===== config.mk =====
export PLATFORM = sky130hd
export DESIGN_NAME = fft8_sample_collector
export DESIGN_NICKNAME = d
export VERILOG_FILES = /design/src/rtl/fft8_pkg.sv /design/src/rtl/fft8_pingpong_ctrl.sv /design/src/rtl/fft8_sample_collector.sv
export SDC_FILE = /design/constraint.sdc
export NUM_CORES = 1
export LEC_CHECK = 0
export CAP_MARGIN = 25
export CORE_UTILIZATION = 45
export CTS_CLUSTER_SIZE = 14
export DETAILED_ROUTE_END_ITERATION = 8
export PLACE_DENSITY_LB_ADDON = 0.05
export SYNTH_ARGS = -nofsm -noshare
export SYNTH_HDL_FRONTEND = slang
export SYNTH_SLANG_ARGS = --single-unit
export TNS_END_PERCENT = 10

===== constraint.sdc =====
create_clock -name clk_i -period 13.25 [get_ports clk_i]
set_input_delay 1.325 -clock clk_i [delete_from_list [all_inputs] [get_ports clk_i]]
set_output_delay 1.325 -clock clk_i [all_outputs]
set_load 0.01 [all_outputs]

===== src/rtl/fft8_pkg.sv =====
// Shared sizing and bank-select constants for the fft8 front end.
package fft8_pkg;

  localparam int DATA_W = 16;
  localparam int N_PTS  = 8;
  localparam int IDX_W  = $clog2(N_PTS);
  localparam int CNT_W  = 16;

  localparam logic BANK0 = 1'b0;
  localparam logic BANK1 = 1'b1;

  localparam logic [IDX_W-1:0] LAST_IDX = IDX_W'(N_PTS - 1);

  function automatic logic other_bank(input logic bank);
    return (bank == BANK0) ? BANK1 : BANK0;
  endfunction

endpackage


===== src/rtl/fft8_pingpong_ctrl.sv =====
// Ping-pong bookkeeping: bank full flags, write/read pointers, output load strobe.
// One-cycle load after a frame completes; ready drops only when both banks hold frames.
module fft8_pingpong_ctrl
  import fft8_pkg::*;
(
  input  logic             clk,
  input  logic             rst,
  input  logic             s_valid,
  input  logic             s_sof,
  input  logic             frame_ready,
  output logic             s_ready,
  output logic             wr_en,
  output logic             wr_bank,
  output logic [IDX_W-1:0] wr_idx,
  output logic             load,
  output logic             load_bank,
  output logic             load_byp,
  output logic             frame_valid,
  output logic             handoff,
  output logic             sync_err
);

  logic [1:0]       full_q, full_n;
  logic             wr_bank_q, wr_bank_n;
  logic             rd_bank_q, rd_bank_n;
  logic [IDX_W-1:0] wr_idx_q, wr_idx_n;
  logic             rdy_q, vld_q, err_q;

  logic accept, resync, complete, handoff_c;
  logic load_c, load_bank_c, byp_c;

  always_comb begin
    accept    = s_valid & rdy_q;
    resync    = accept & s_sof & (wr_idx_q != '0);
    complete  = accept & ~resync & (wr_idx_q == LAST_IDX);
    handoff_c = vld_q & frame_ready;

    wr_idx_n  = wr_idx_q;
    wr_bank_n = wr_bank_q;
    if (accept) begin
      if (resync)        wr_idx_n = IDX_W'(1);
      else if (complete) wr_idx_n = '0;
      else               wr_idx_n = wr_idx_q + 1'b1;
    end
    if (complete) wr_bank_n = other_bank(wr_bank_q);

    // The displayed bank is full and never written, so the set and clear target different banks.
    full_n = full_q;
    if (handoff_c) full_n[rd_bank_q] = 1'b0;
    if (complete)  full_n[wr_bank_q] = 1'b1;

    rd_bank_n = handoff_c ? other_bank(rd_bank_q) : rd_bank_q;

    load_c      = 1'b0;
    load_bank_c = rd_bank_q;
    byp_c       = 1'b0;
    if (handoff_c) begin
      // A frame completing on this very edge is forwarded so valid never bubbles.
      load_bank_c = other_bank(rd_bank_q);
      byp_c       = complete;
      load_c      = full_q[load_bank_c] | complete;
    end else if (!vld_q) begin
      load_c = full_q[rd_bank_q];
    end
  end

  always_ff @(posedge clk) begin
    if (rst) begin
      full_q    <= '0;
      wr_bank_q <= BANK0;
      rd_bank_q <= BANK0;
      wr_idx_q  <= '0;
      rdy_q     <= 1'b0;
      vld_q     <= 1'b0;
      err_q     <= 1'b0;
    end else begin
      full_q    <= full_n;
      wr_bank_q <= wr_bank_n;
      rd_bank_q <= rd_bank_n;
      wr_idx_q  <= wr_idx_n;
      rdy_q     <= ~&full_n;
      vld_q     <= load_c | (vld_q & ~handoff_c);
      err_q     <= resync;
    end
  end

  assign s_ready     = rdy_q;
  assign wr_en       = accept;
  assign wr_bank     = wr_bank_q;
  assign wr_idx      = resync ? '0 : wr_idx_q;
  assign load        = load_c;
  assign load_bank   = load_bank_c;
  assign load_byp    = byp_c;
  assign frame_valid = vld_q;
  assign handoff     = handoff_c;
  assign sync_err    = err_q;

endmodule


===== src/rtl/fft8_sample_collector.sv =====
// Packs a 16-bit sample stream into 8-point frames, ping-pong buffered, presented in parallel.
// Frame valid one cycle after its 8th accept; s_ready falls only when both banks are held.
module fft8_sample_collector
  import fft8_pkg::*;
(
  input  logic              clk_i,
  input  logic              rst_i,
  input  logic [DATA_W-1:0] s_data_i,
  input  logic              s_valid_i,
  input  logic              s_sof_i,
  output logic              s_ready_o,
  output logic [DATA_W-1:0] x0_o,
  output logic [DATA_W-1:0] x1_o,
  output logic [DATA_W-1:0] x2_o,
  output logic [DATA_W-1:0] x3_o,
  output logic [DATA_W-1:0] x4_o,
  output logic [DATA_W-1:0] x5_o,
  output logic [DATA_W-1:0] x6_o,
  output logic [DATA_W-1:0] x7_o,
  output logic              frame_valid_o,
  input  logic              frame_ready_i,
  output logic              sync_err_o,
  output logic [CNT_W-1:0]  frame_cnt_o
);

  logic [DATA_W-1:0] bank_mem [2][N_PTS];
  logic [DATA_W-1:0] x_q [N_PTS];
  logic [CNT_W-1:0]  cnt_q;

  logic             wr_en, wr_bank, load, load_bank, load_byp, handoff;
  logic [IDX_W-1:0] wr_idx;

  fft8_pingpong_ctrl u_ctrl (
    .clk         (clk_i),
    .rst         (rst_i),
    .s_valid     (s_valid_i),
    .s_sof       (s_sof_i),
    .frame_ready (frame_ready_i),
    .s_ready     (s_ready_o),
    .wr_en       (wr_en),
    .wr_bank     (wr_bank),
    .wr_idx      (wr_idx),
    .load        (load),
    .load_bank   (load_bank),
    .load_byp    (load_byp),
    .frame_valid (frame_valid_o),
    .handoff     (handoff),
    .sync_err    (sync_err_o)
  );

  // Storage needs no reset: a bank is only read after all eight slots were rewritten.
  always_ff @(posedge clk_i) begin
    if (wr_en) bank_mem[wr_bank][wr_idx] <= s_data_i;
  end

  for (genvar i = 0; i < N_PTS; i++) begin : g_out
    localparam bit IS_LAST = (i == N_PTS - 1);
    always_ff @(posedge clk_i) begin
      if (rst_i) begin
        x_q[i] <= '0;
      end else if (load) begin
        if (IS_LAST && load_byp) x_q[i] <= s_data_i;
        else                     x_q[i] <= bank_mem[load_bank][i];
      end
    end
  end

  always_ff @(posedge clk_i) begin
    if (rst_i)        cnt_q <= '0;
    else if (handoff) cnt_q <= cnt_q + 1'b1;
  end

  assign x0_o        = x_q[0];
  assign x1_o        = x_q[1];
  assign x2_o        = x_q[2];
  assign x3_o        = x_q[3];
  assign x4_o        = x_q[4];
  assign x5_o        = x_q[5];
  assign x6_o        = x_q[6];
  assign x7_o        = x_q[7];
  assign frame_cnt_o = cnt_q;

endmodule


; ---- Word-level counts from Yosys, hierarchy flattened
; Memories as Yosys holds them, arrays and structs flattened.
; Cells that the tools add are included.
[totals]
regBits = 26
mem_bits_rw = 384
input_bits = 21
output_inout_bits = 147
word_cells = 95
memories = 2
[op_classes]
addsub = 2
order_cmp = 7
n_eq_ne = 1
n_mux = 45
bitwise_logic = 24
n_reduce_logical = 6
[mem_list]
columns = memory, depth, word_bits, read_ports, rd_clocked_by_memory_dff, write_ports, line
row1 = bank_mem, 2, 128, 1, 0, 1, fft8_sample_collector.sv:26  ; logic [DATA_W-1:0] bank_mem [2][N_PTS];
row2 = x_q, 8, 16, 8, 0, 8, fft8_sample_collector.sv:27  ; logic [DATA_W-1:0] x_q [N_PTS];
[ops]
columns = op, n
row1 = 16-bit 2-to-1 mux, 10
row2 = 128-bit 2-to-1 mux, 1
row3 = 16-bit demux with 3-bit select, 1
row4 = 1-bit 2-to-1 mux, 26
row5 = "16-bit by 1-bit adder with 16-bit output, second input constant", 1
row6 = 1-bit OR, 11
row7 = 3-bit 2-to-1 mux, 3
row8 = 1-bit bitwise AND, 7
row9 = "1-bit by 2-bit < comparator with 1-bit output, second input constant", 3
row10 = "4-bit greater-or-equal comparator, second input constant", 1
row11 = "4-bit by 1-bit < comparator with 1-bit output, second input constant", 1
row12 = 2-bit 2-to-1 mux, 2
row13 = 3-bit NOT with 4-bit output, 1
row14 = "3-bit by 1-bit adder with 3-bit output, second input constant", 1
row15 = "3-bit == test, second input constant", 1
row16 = 1-bit logical AND, 3
row17 = 3-bit nonzero test, 1
row18 = 2-bit bitwise AND, 1
row19 = 1-bit demux with 1-bit select, 2
row20 = "1-bit greater-or-equal comparator, second input constant", 2
row21 = 1-bit NOT, 2
row22 = 2-bit NOT, 1
row23 = 2-bit OR, 1
row24 = 2-bit AND reduction, 1
row25 = 1-bit logical NOT, 1

; ---- Logic depth before layout (Yosys ltp)
; Gate-level depths: netlist of the first run.
[depth]
ltp_word = 13
ltp_mapped = 9
depth_no_buf = 6

; ---- Modules after synthesis
; Synthesis of the first run repeated with hierarchy kept, for this count alone.
[hier_totals]
hier_cells = 877
hier_area_um2 = 15028.2
[by_module_without_submodules]
columns = module, n_inst, cells_each, area_each_um2, seq_area_each_um2
row1 = fft8_sample_collector, 1, 817, 14473.9, 11851.4
row2 = fft8_pingpong_ctrl, 1, 60, 554.3, 200.2

; ---- Least setup slack after synthesis of the first run
; Ideal clock, no wire load.
[synth_timing]
kind = input-to-reg
startpoint = in s_valid_i
endpoint = mem x_q[0][0] (enable)
setup_ns = 0.494
arrival_time_ns = 4.568
required_time_ns = 12.756
slack_ns = 8.188
stages = 3
cell_sequence = nand3_1 > a211oi_2 > or3_1
[synth_rtl]
columns = element, line
row1 = "start, declared", fft8_sample_collector.sv:9  ; input logic s_valid_i,
row2 = "end, declared", fft8_sample_collector.sv:27

==> impl_metrics.csv, run 1 <==
group,metric,value,unit
run_status,status,"finished clean",
clock_tree,cts.reportedPaths.clkPinSlew,60,ps
cells_and_area,antennaDiodeCount,0,
floorplan,die_w,184,µm
placement,placed_cells,1573,
flow_run,max_cap_violations,0,
routing,postRouteWirelength,34300,µm
cells_and_area,num-nets-final,1204,
yosys,ys.warnings.count,0,
routing,first_pass_iters,4,
timing,worst_slew_pin_slew,1020,ps
yosys,syn_nets,1009,
floorplan,fp-row-count,66,
power_and_ir_drop,p_leak,6.39,nW
clock_tree,cts-htree-levels,2,
clock_tree,ctsResizeCount,0,
routing,drt_iter0_drc,592,
cells_and_area,syn_to_final_growth,24.4,%
floorplan,pin_count,168,
clock_tree,numCtsBuffers,42,
power_and_ir_drop,peakVddDrop,0.0811,mV
yosys,synth.avg_cell_area,15.1,µm²
timing,finalSetupViolations,0,
timing,fmax,0.255,GHz
cells_and_area,utilization,0.569,
routing,drcViolationCount,0,
floorplan,initial_core_util,0.458,
timing,min_period_over_period,0.296,
global_routing,grt_first_pass_wirelength,50700,µm
placement,dp_hpwl,18700,µm
yosys,ys_types,48,
min_path,hold_path.class,"reg -> reg",
routing,viasPerCell,5.15,
critical_path,critPathCaptureType,"register",
timing,final.setup.tns,0,ps
routing,ant_nets,0,
clock_tree,post_cts_buffers,0,
timing,fin_hold_ws,522,ps
clock_tree,cts_hold_buf,0,
global_routing,track_usage,0.206,
timing,slew_headroom,0.318,
critical_path,required,13400,ps
placement,gp_congestion,0.779,
floorplan,core_area,0.0325,mm²
clock_tree,clock-root-buffer,"clkbuf_16",
clock_tree,cts_tree,"done",
timing,finalCriticalPeriod,3920,ps
cells_and_area,fin_cells,1652,
yosys,yosysSeqAreaShare,0.809,
critical_path,start_kind,"input pin",
cells_and_area,fin_area,0.0185,mm²
routing,via_count,8514,
critical_path,path_max_fanout,62,
floorplan,dieArea,0.0338,mm²
global_routing,antenna_found_initial,1,
routing,post_drt_wl_per_cell,20.8,µm
floorplan,die_h,184,µm
yosys,synth_edf_count,384,
clock_tree,clock-sinks,410,
timing,drv_slew,0,
global_routing,grt.overflow.total,0,
placement,dpl_cell_area,0.0172,mm²
timing,hold_violations,0,
critical_path,critPathKind,"in -> reg",
power_and_ir_drop,power_density,140,mW/mm²
cells_and_area,drive_above_1_share,0.0876,
yosys,synthArstFlopShare,0,
clock_tree,cts_buffer_depth,3,
timing,rsz0062_at_grt,"no",
yosys,syn_area,0.0149,mm²
yosys,synth_flop_cell,"edfxtp_1",
global_routing,grt_pass1_vias,8167,
critical_path,r2r_slack,9690,ps
critical_path,worstPathArrival,4070,ps
yosys,ys_ff_latch,410,
placement,io_buffers,167,
yosys,synthCells,984,
clock_tree,worstSkewPairLatency,530,ps
global_routing,grt_max_degree,72,
timing,finClkSkew,15.0,ps
Yosys cell counts, types with 4 or more instances:
library cell | number | share of area
edfxtp_1 | 384 | 0.77
nand2_1 | 254 | 0.064
a21oi_1 | 119 | 0.040
buf_2 | 30 | 0.010
dfxtp_1 | 26 | 0.035
nor2_1 | 24 | 0.0060
o21ai_0 | 20 | 0.0067
mux2i_1 | 18 | 0.012
nor3_1 | 15 | 0.0050
clkbuf_1 | 9 | 0.0023
inv_1 | 7 | 0.0018
nand4_1 | 7 | 0.0029
buf_4 | 6 | 0.0030
nand3_1 | 6 | 0.0020
xnor2_1 | 6 | 0.0035
xor2_1 | 5 | 0.0029
ha_1 | 4 | 0.0034
nor4_1 | 4 | 0.0017
path summary, 6_finish.rpt:
kind	startpoint	end	depth (start not counted)
worst max register to register	u_ctrl.wr_idx_q[0]	x_q[1][51]	7
worst max-delay path	frame_ready_i	x_q[1][51]	6
worst min register to register	frame_cnt_o[14]	frame_cnt_o[14]	2
worst min-delay path	frame_cnt_o[14]	frame_cnt_o[14]	2
logic make-up after synthesis:
kind of cell,count (synthesis),synth area share
flops,410,0.809
mux,19,0.0129
buf+inv,55,0.0184
fa+ha+maj,4,0.00336
compound gates,156,0.0575
xor+xnor,13,0.00865
simple gates,327,0.0901
through the flow:
stage	setup WS, ps	power, mW
2_1_floorplan	8190	1.49
3_3_place_gp	8600	1.55
3_5_place_dp	8540	1.55
4_1_cts	9110	2.62
5_1_grt	9080	2.68
6_report	9330	2.60
placed cells by master, fill, tap and decap left out, drive strengths merged, types with 6 or more instances in the layout:
master and n:
edfxtp 384, clkinv 21, dfxtp 26, clkbuf 52
a21oi 120, xnor2 8, buf 32, nor2 24
nand4 7, clkdlybuf4s50 167, nand3 6, inv 8
nand2 256, o21ai 21, nor3 15, mux2i 18
registers in the layout, indices dropped and copies added (netlist names):
signal and cells:
bank_mem 256, frame_cnt_o 16, u_ctrl.frame_valid 1, u_ctrl.full_q 2
u_ctrl.rd_bank_q 1, u_ctrl.s_ready 1, u_ctrl.sync_err 1, u_ctrl.wr_bank 1
u_ctrl.wr_idx_q 3, x_q 128
cell type report:
class | count | area (µm²)
clock buffer | 52 | 1110
clock inverter | 23 | 125
fill | 2641 | 14000
inverter | 7 | 26.3
multi-input combinational | 519 | 2660
sequential | 410 | 12100
tap | 442 | 553
timing repair buffer | 199 | 2000
layer usage:
layer	share of wire	track usage
met5	0	0
met3	0.057	0.0349
met4	0.020	0.0557
met1	0.45	0.293
met2	0.47	0.327
worst max-delay path, cell delays in order:
cell	delay [ps]
clkdlybuf4s50_1	560
nand2_2	200
o22ai_1	360
or3_4	510
buf_12	310
buf_4	710
power breakdown:
group,leakage (nW),switching [mW],internal (mW)
registers,3.84,0.00854,1.43
clock network,0.606,0.464,0.611
logic,1.95,0.0506,0.0342
No activity file was read; power rests on OpenSTA's default activity.
==> run 2, diff against run 1 <==
==> constraint.sdc (replaced) <==
create_clock -name clk_i -period 4 [get_ports clk_i]
set_input_delay 0.4 -clock clk_i [delete_from_list [all_inputs] [get_ports clk_i]]
set_output_delay 0.4 -clock clk_i [all_outputs]
set_load 0.01 [all_outputs]
==> impl_metrics.csv, run 2 (synthesized netlist as in run 1, its figures left out) <==
group,metric,value,unit
power_and_ir_drop,power,8.79,mW
placement,io_buffers,167,
min_path,hold_path.class,"reg -> reg",
clock_tree,cts_buffer_depth,3,
power_and_ir_drop,p_leak,6.44,nW
routing,first_pass_iters,5,
floorplan,fp-row-count,66,
global_routing,grt_pass1_vias,8038,
cells_and_area,regMostFlops,"bank_mem",
floorplan,initial_core_util,0.458,
timing,finClkSkew,9.24,ps
clock_tree,clock-root-buffer,"clkbuf_16",
clock_tree,ctsResizeCount,0,
flow_run,max_cap_violations,0,
cells_and_area,final_common_cell,"edfxtp_1",
floorplan,core_area,0.0325,mm²
floorplan,dieArea,0.0338,mm²
global_routing,grt_max_degree,86,
placement,placed_cells,1572,
routing,via_count,8588,
clock_tree,post_cts_buffers,0,
timing,fmax,0.385,GHz
floorplan,pin_count,168,
timing,slew_headroom,0.283,
cells_and_area,final_cell_mix,"edfxtp_1 (384), nand2_1 (254), clkdlybuf4s50_1 (167), a21oi_1 (119), clkbuf_16 (45)",
cells_and_area,syn_to_final_growth,25.1,%
critical_path,cp-startpoint,"u_ctrl.wr_idx_q[0]",
cells_and_area,antennaDiodeCount,0,
clock_tree,cts-htree-levels,2,
clock_tree,numCtsBuffers,43,
power_and_ir_drop,power_density,472,mW/mm²
routing,viasPerCell,5.20,
global_routing,track_usage,0.200,
global_routing,antenna_found_initial,1,
timing,worst_slew_pin_slew,1070,ps
timing,rsz0062_at_grt,"no",
critical_path,critPathCaptureType,"register",
routing,ant_nets,0,
critical_path,critPathKind,"reg -> reg",
timing,finalCriticalPeriod,2600,ps
cells_and_area,fin_cells,1651,
clock_tree,cts_tree,"done",
floorplan,die_h,184,µm
timing,drv_slew,0,
critical_path,worstPathArrival,2940,ps
power_and_ir_drop,peakVddDrop,0.299,mV
routing,post_drt_wl_per_cell,20.3,µm
clock_tree,cts_hold_buf,0,
critical_path,required,4340,ps
clock_tree,worstSkewPairLatency,520,ps
timing,final.setup.tns,0,ps
critical_path,path_max_fanout,16,
run_status,status,"finished clean",
routing,postRouteWirelength,33500,µm
floorplan,die_w,184,µm
critical_path,start_kind,"register",
routing,drcViolationCount,0,
critical_path,worstReg2RegStart,"u_ctrl.wr_idx_q[0]",
routing,drt_iter0_drc,661,
cells_and_area,num-nets-final,1203,
timing,min_period_over_period,0.650,
timing,hold_violations,0,
clock_tree,cts.reportedPaths.clkPinSlew,60,ps
global_routing,grt.overflow.total,0,
cells_and_area,largest_reg_flops,256,
placement,gp_congestion,0.766,
timing,finalSetupViolations,0,
clock_tree,clock-sinks,410,
global_routing,grt_first_pass_wirelength,49700,µm
placement,dp_hpwl,18400,µm
cells_and_area,drive_above_1_share,0.0910,
min_path,hold_start,"frame_cnt_o[14]",
## run 2: area by class of cell
type                            instances  area, µm²
Multi-Input combinational cell        519       2660
Fill cell                            2656      13900
Timing Repair Buffer                  197       2020
Inverter                                7       26.3
Sequential cell                       410      12100
Clock buffer                           62       1240
Clock inverter                         14       88.8
Tap cell                              442        553
## run 2: path summary, 6_finish.rpt
path / slack (ps) / to / cells past startpoint
min reg2reg: 510 / frame_cnt_o[14] / 2
min: 510 / frame_cnt_o[14] / 2
max reg2reg: 1400 / x_q[1][61] / 6
max: 1400 / x_q[1][61] / 6
## run 2: through the flow
step / instance area, µm² / setup slack (ps) / util / hold slack (ps)
4_1_cts: 18600 / 1340 / 0.571 / 501
6_report: 18600 / 1400 / 0.573 / 513
2_1_floorplan: 14900 / 786 / - / 475
3_3_place_gp: 17200 / 1460 / 0.529 / 488
3_5_place_dp: 17300 / 1360 / 0.530 / 490
5_1_grt: 18600 / 1150 / 0.573 / 543
## run 2: layer usage
layer	global-route usage	vias up	part of all wire
met4	0.0523	2	0.014
li1	-	3982	-
met2	0.317	265	0.48
met3	0.0331	38	0.055
met1	0.288	4301	0.45
met5	0	-	0.00039
## run 2: critical path, stage by stage (launching register included)
cell       delay [ps]
dfxtp_1           560
ha_1              230
ha_1              200
nand3_1           200
a2111oi_4         990
nand2_1           100
o21ai_0           130
## run 2: report_power, final
part | internal, mW | leakage (nW) | switching (mW)
clock | 2.21 | 0.649 | 1.53
combinational | 0.115 | 1.95 | 0.169
sequential | 4.75 | 3.84 | 0.0267
total | 7.07 | 6.44 | 1.72
==> run 3, diff against run 2 <==
==> constraint.sdc (replaced) <==
create_clock -name clk_i -period 2.4 [get_ports clk_i]
set_input_delay 0.24 -clock clk_i [delete_from_list [all_inputs] [get_ports clk_i]]
set_output_delay 0.24 -clock clk_i [all_outputs]
set_load 0.01 [all_outputs]
==> impl_metrics.csv, run 3 (synthesized netlist as in run 1, its figures left out) <==
group,metric,value,unit
clock_tree,cts-htree-levels,2,
routing,drcViolationCount,0,
timing,hold_violations,0,
routing,post_drt_wl_per_cell,19.5,µm
global_routing,track_usage,0.199,
clock_tree,clock-root-buffer,"clkbuf_16",
global_routing,grt.overflow.total,0,
timing,rsz0062_at_grt,"no",
timing,layout_setup_ws,188,ps
critical_path,worstPathCellList,"ha_2 > ha_4 > nand3_4 > a211oi_2 > or3_4 > buf_12 > buf_12",
clock_tree,cts.reportedPaths.clkPinSlew,60,ps
routing,via_count,8486,
cells_and_area,utilization,0.585,
cells_and_area,num-nets-final,1239,
clock_tree,cts_tree,"done",
floorplan,fp-row-count,66,
timing,worst_slew_pin_slew,900,ps
critical_path,slowest_delay,510,ps
global_routing,grt_pass1_vias,8113,
placement,pre_cts_slack,69.5,ps
cells_and_area,fin_area,0.0190,mm²
clock_tree,worstSkewPairLatency,520,ps
power_and_ir_drop,seq_power_share,0.560,
clock_tree,cts_buffer_depth,3,
flow_run,max_cap_violations,0,
power_and_ir_drop,peakVddDrop,0.535,mV
power_and_ir_drop,power_density,746,mW/mm²
floorplan,dieArea,0.0338,mm²
routing,postRouteWirelength,32800,µm
floorplan,pin_count,168,
clock_tree,clock-sinks,410,
power_and_ir_drop,power,14.2,mW
placement,dp_hpwl,19900,µm
power_and_ir_drop,p_int,11.4,mW
timing,min_period_over_period,0.922,
critical_path,critPathSlowestCell,"dfxtp_1",
timing,finalSetupViolations,0,
clock_tree,numCtsBuffers,42,
critical_path,path_max_fanout,35,
timing,final.setup.tns,0,ps
timing,slew_headroom,0.398,
critical_path,worstPathArrival,2430,ps
run_status,status,"finished clean",
cells_and_area,fin_cells,1683,
routing,first_pass_iters,5,
critical_path,critPathKind,"reg -> reg",
clock_tree,cts_hold_buf,0,
routing,ant_nets,0,
global_routing,grt_first_pass_wirelength,49500,µm
timing,fin_hold_ws,510,ps
power_and_ir_drop,p_leak,6.60,nW
placement,gp_congestion,0.766,
critical_path,critPathCaptureType,"register",
floorplan,die_h,184,µm
cells_and_area,final_common_cell,"edfxtp_1",
min_path,hold_path.class,"reg -> reg",
cells_and_area,drive_above_1_share,0.118,
critical_path,required,2610,ps
clock_tree,ctsResizeCount,0,
cells_and_area,final_cell_mix,"edfxtp_1 (384), nand2_1 (254), clkdlybuf4s50_1 (167), a21oi_1 (119)",
cells_and_area,nFillCells,2610,
critical_path,worst-path-buf-inv,2,
cells_and_area,regMostFlops,"bank_mem",
routing,viasPerCell,5.04,
routing,drt_iter0_drc,745,
timing,finalCriticalPeriod,2210,ps
clock_tree,post_cts_buffers,0,
global_routing,antenna_found_initial,0,
cells_and_area,largest_reg_flops,256,
timing,drv_slew,0,
critical_path,start_kind,"register",
placement,dpl_cell_area,0.0178,mm²
floorplan,initial_core_util,0.458,
cells_and_area,antennaDiodeCount,0,
timing,fmax,0.452,GHz
floorplan,die_w,184,µm
critical_path,critPathTopFamily,"flip-flops",
timing,finClkSkew,12.8,ps
power_and_ir_drop,p_sw_frac,0.199,
floorplan,core_area,0.0325,mm²
critical_path,cpMostUsedCell,"buf_12",
power_and_ir_drop,clockPowerShare,0.405,
cells_and_area,syn_to_final_growth,27.7,%
global_routing,grt_max_degree,53,
power_and_ir_drop,power.switching,2.82,mW
placement,placed_cells,1612,
power_and_ir_drop,comb_power_share,0.035,
placement,io_buffers,167,
## run 3: cell types whose count changed in the layout (fill, tap and decap cells not counted), moves of 3 or more
cell,previous run,this run
ha_1,4,1
clkbuf_8,5,0
buf_12,5,24
buf_4,20,43
clkinv_1,7,11
## run 3: worst paths after layout
check                     startpoint               to  slack (ps)  cells past startpoint
setup / recovery  u_ctrl.wr_idx_q[0]       x_q[1][34]         190                      7
hold / removal       frame_cnt_o[14]  frame_cnt_o[14]         510                      2
setup reg to reg  u_ctrl.wr_idx_q[0]       x_q[1][34]         190                      7
hold reg to reg      frame_cnt_o[14]  frame_cnt_o[14]         510                      2
## run 3: layout make-up
type,count,area [µm²],area share
sequential,410,12100,0.634
multi-input combinational,519,2710,0.143
timing repair buffer,234,2470,0.130
clock buffer,53,1110,0.0585
tap,442,553,0.0291
clock inverter,18,83.8,0.00441
inverter,7,31.3,0.00164
## run 3: worst register-to-register path, cell delays in order (launching register included)
cell and delay, ps:
dfxtp_1 510, ha_2 260, ha_4 160, nand3_4 100
a211oi_2 270, or3_4 220, buf_12 140, buf_12 230
## run 3: routing by layer
metal,vias up,part of all wire,track usage
li1,4047,-,-
met1,4154,0.46,0.285
met2,237,0.47,0.312
met3,48,0.058,0.0368
met4,0,0.020,0.0513
met5,-,0,0
## run 3: power by group through the flow
stage / Combinational [mW] / Sequential, mW / Clock (mW)
floorplan: 0.0854 / 8.13 / 0
global placement: 0.500 / 8.10 / 0
detailed placement: 0.504 / 8.10 / 0
CTS: 0.505 / 7.95 / 5.87
global route: 0.528 / 7.95 / 6.16
finish: 0.494 / 7.94 / 5.75
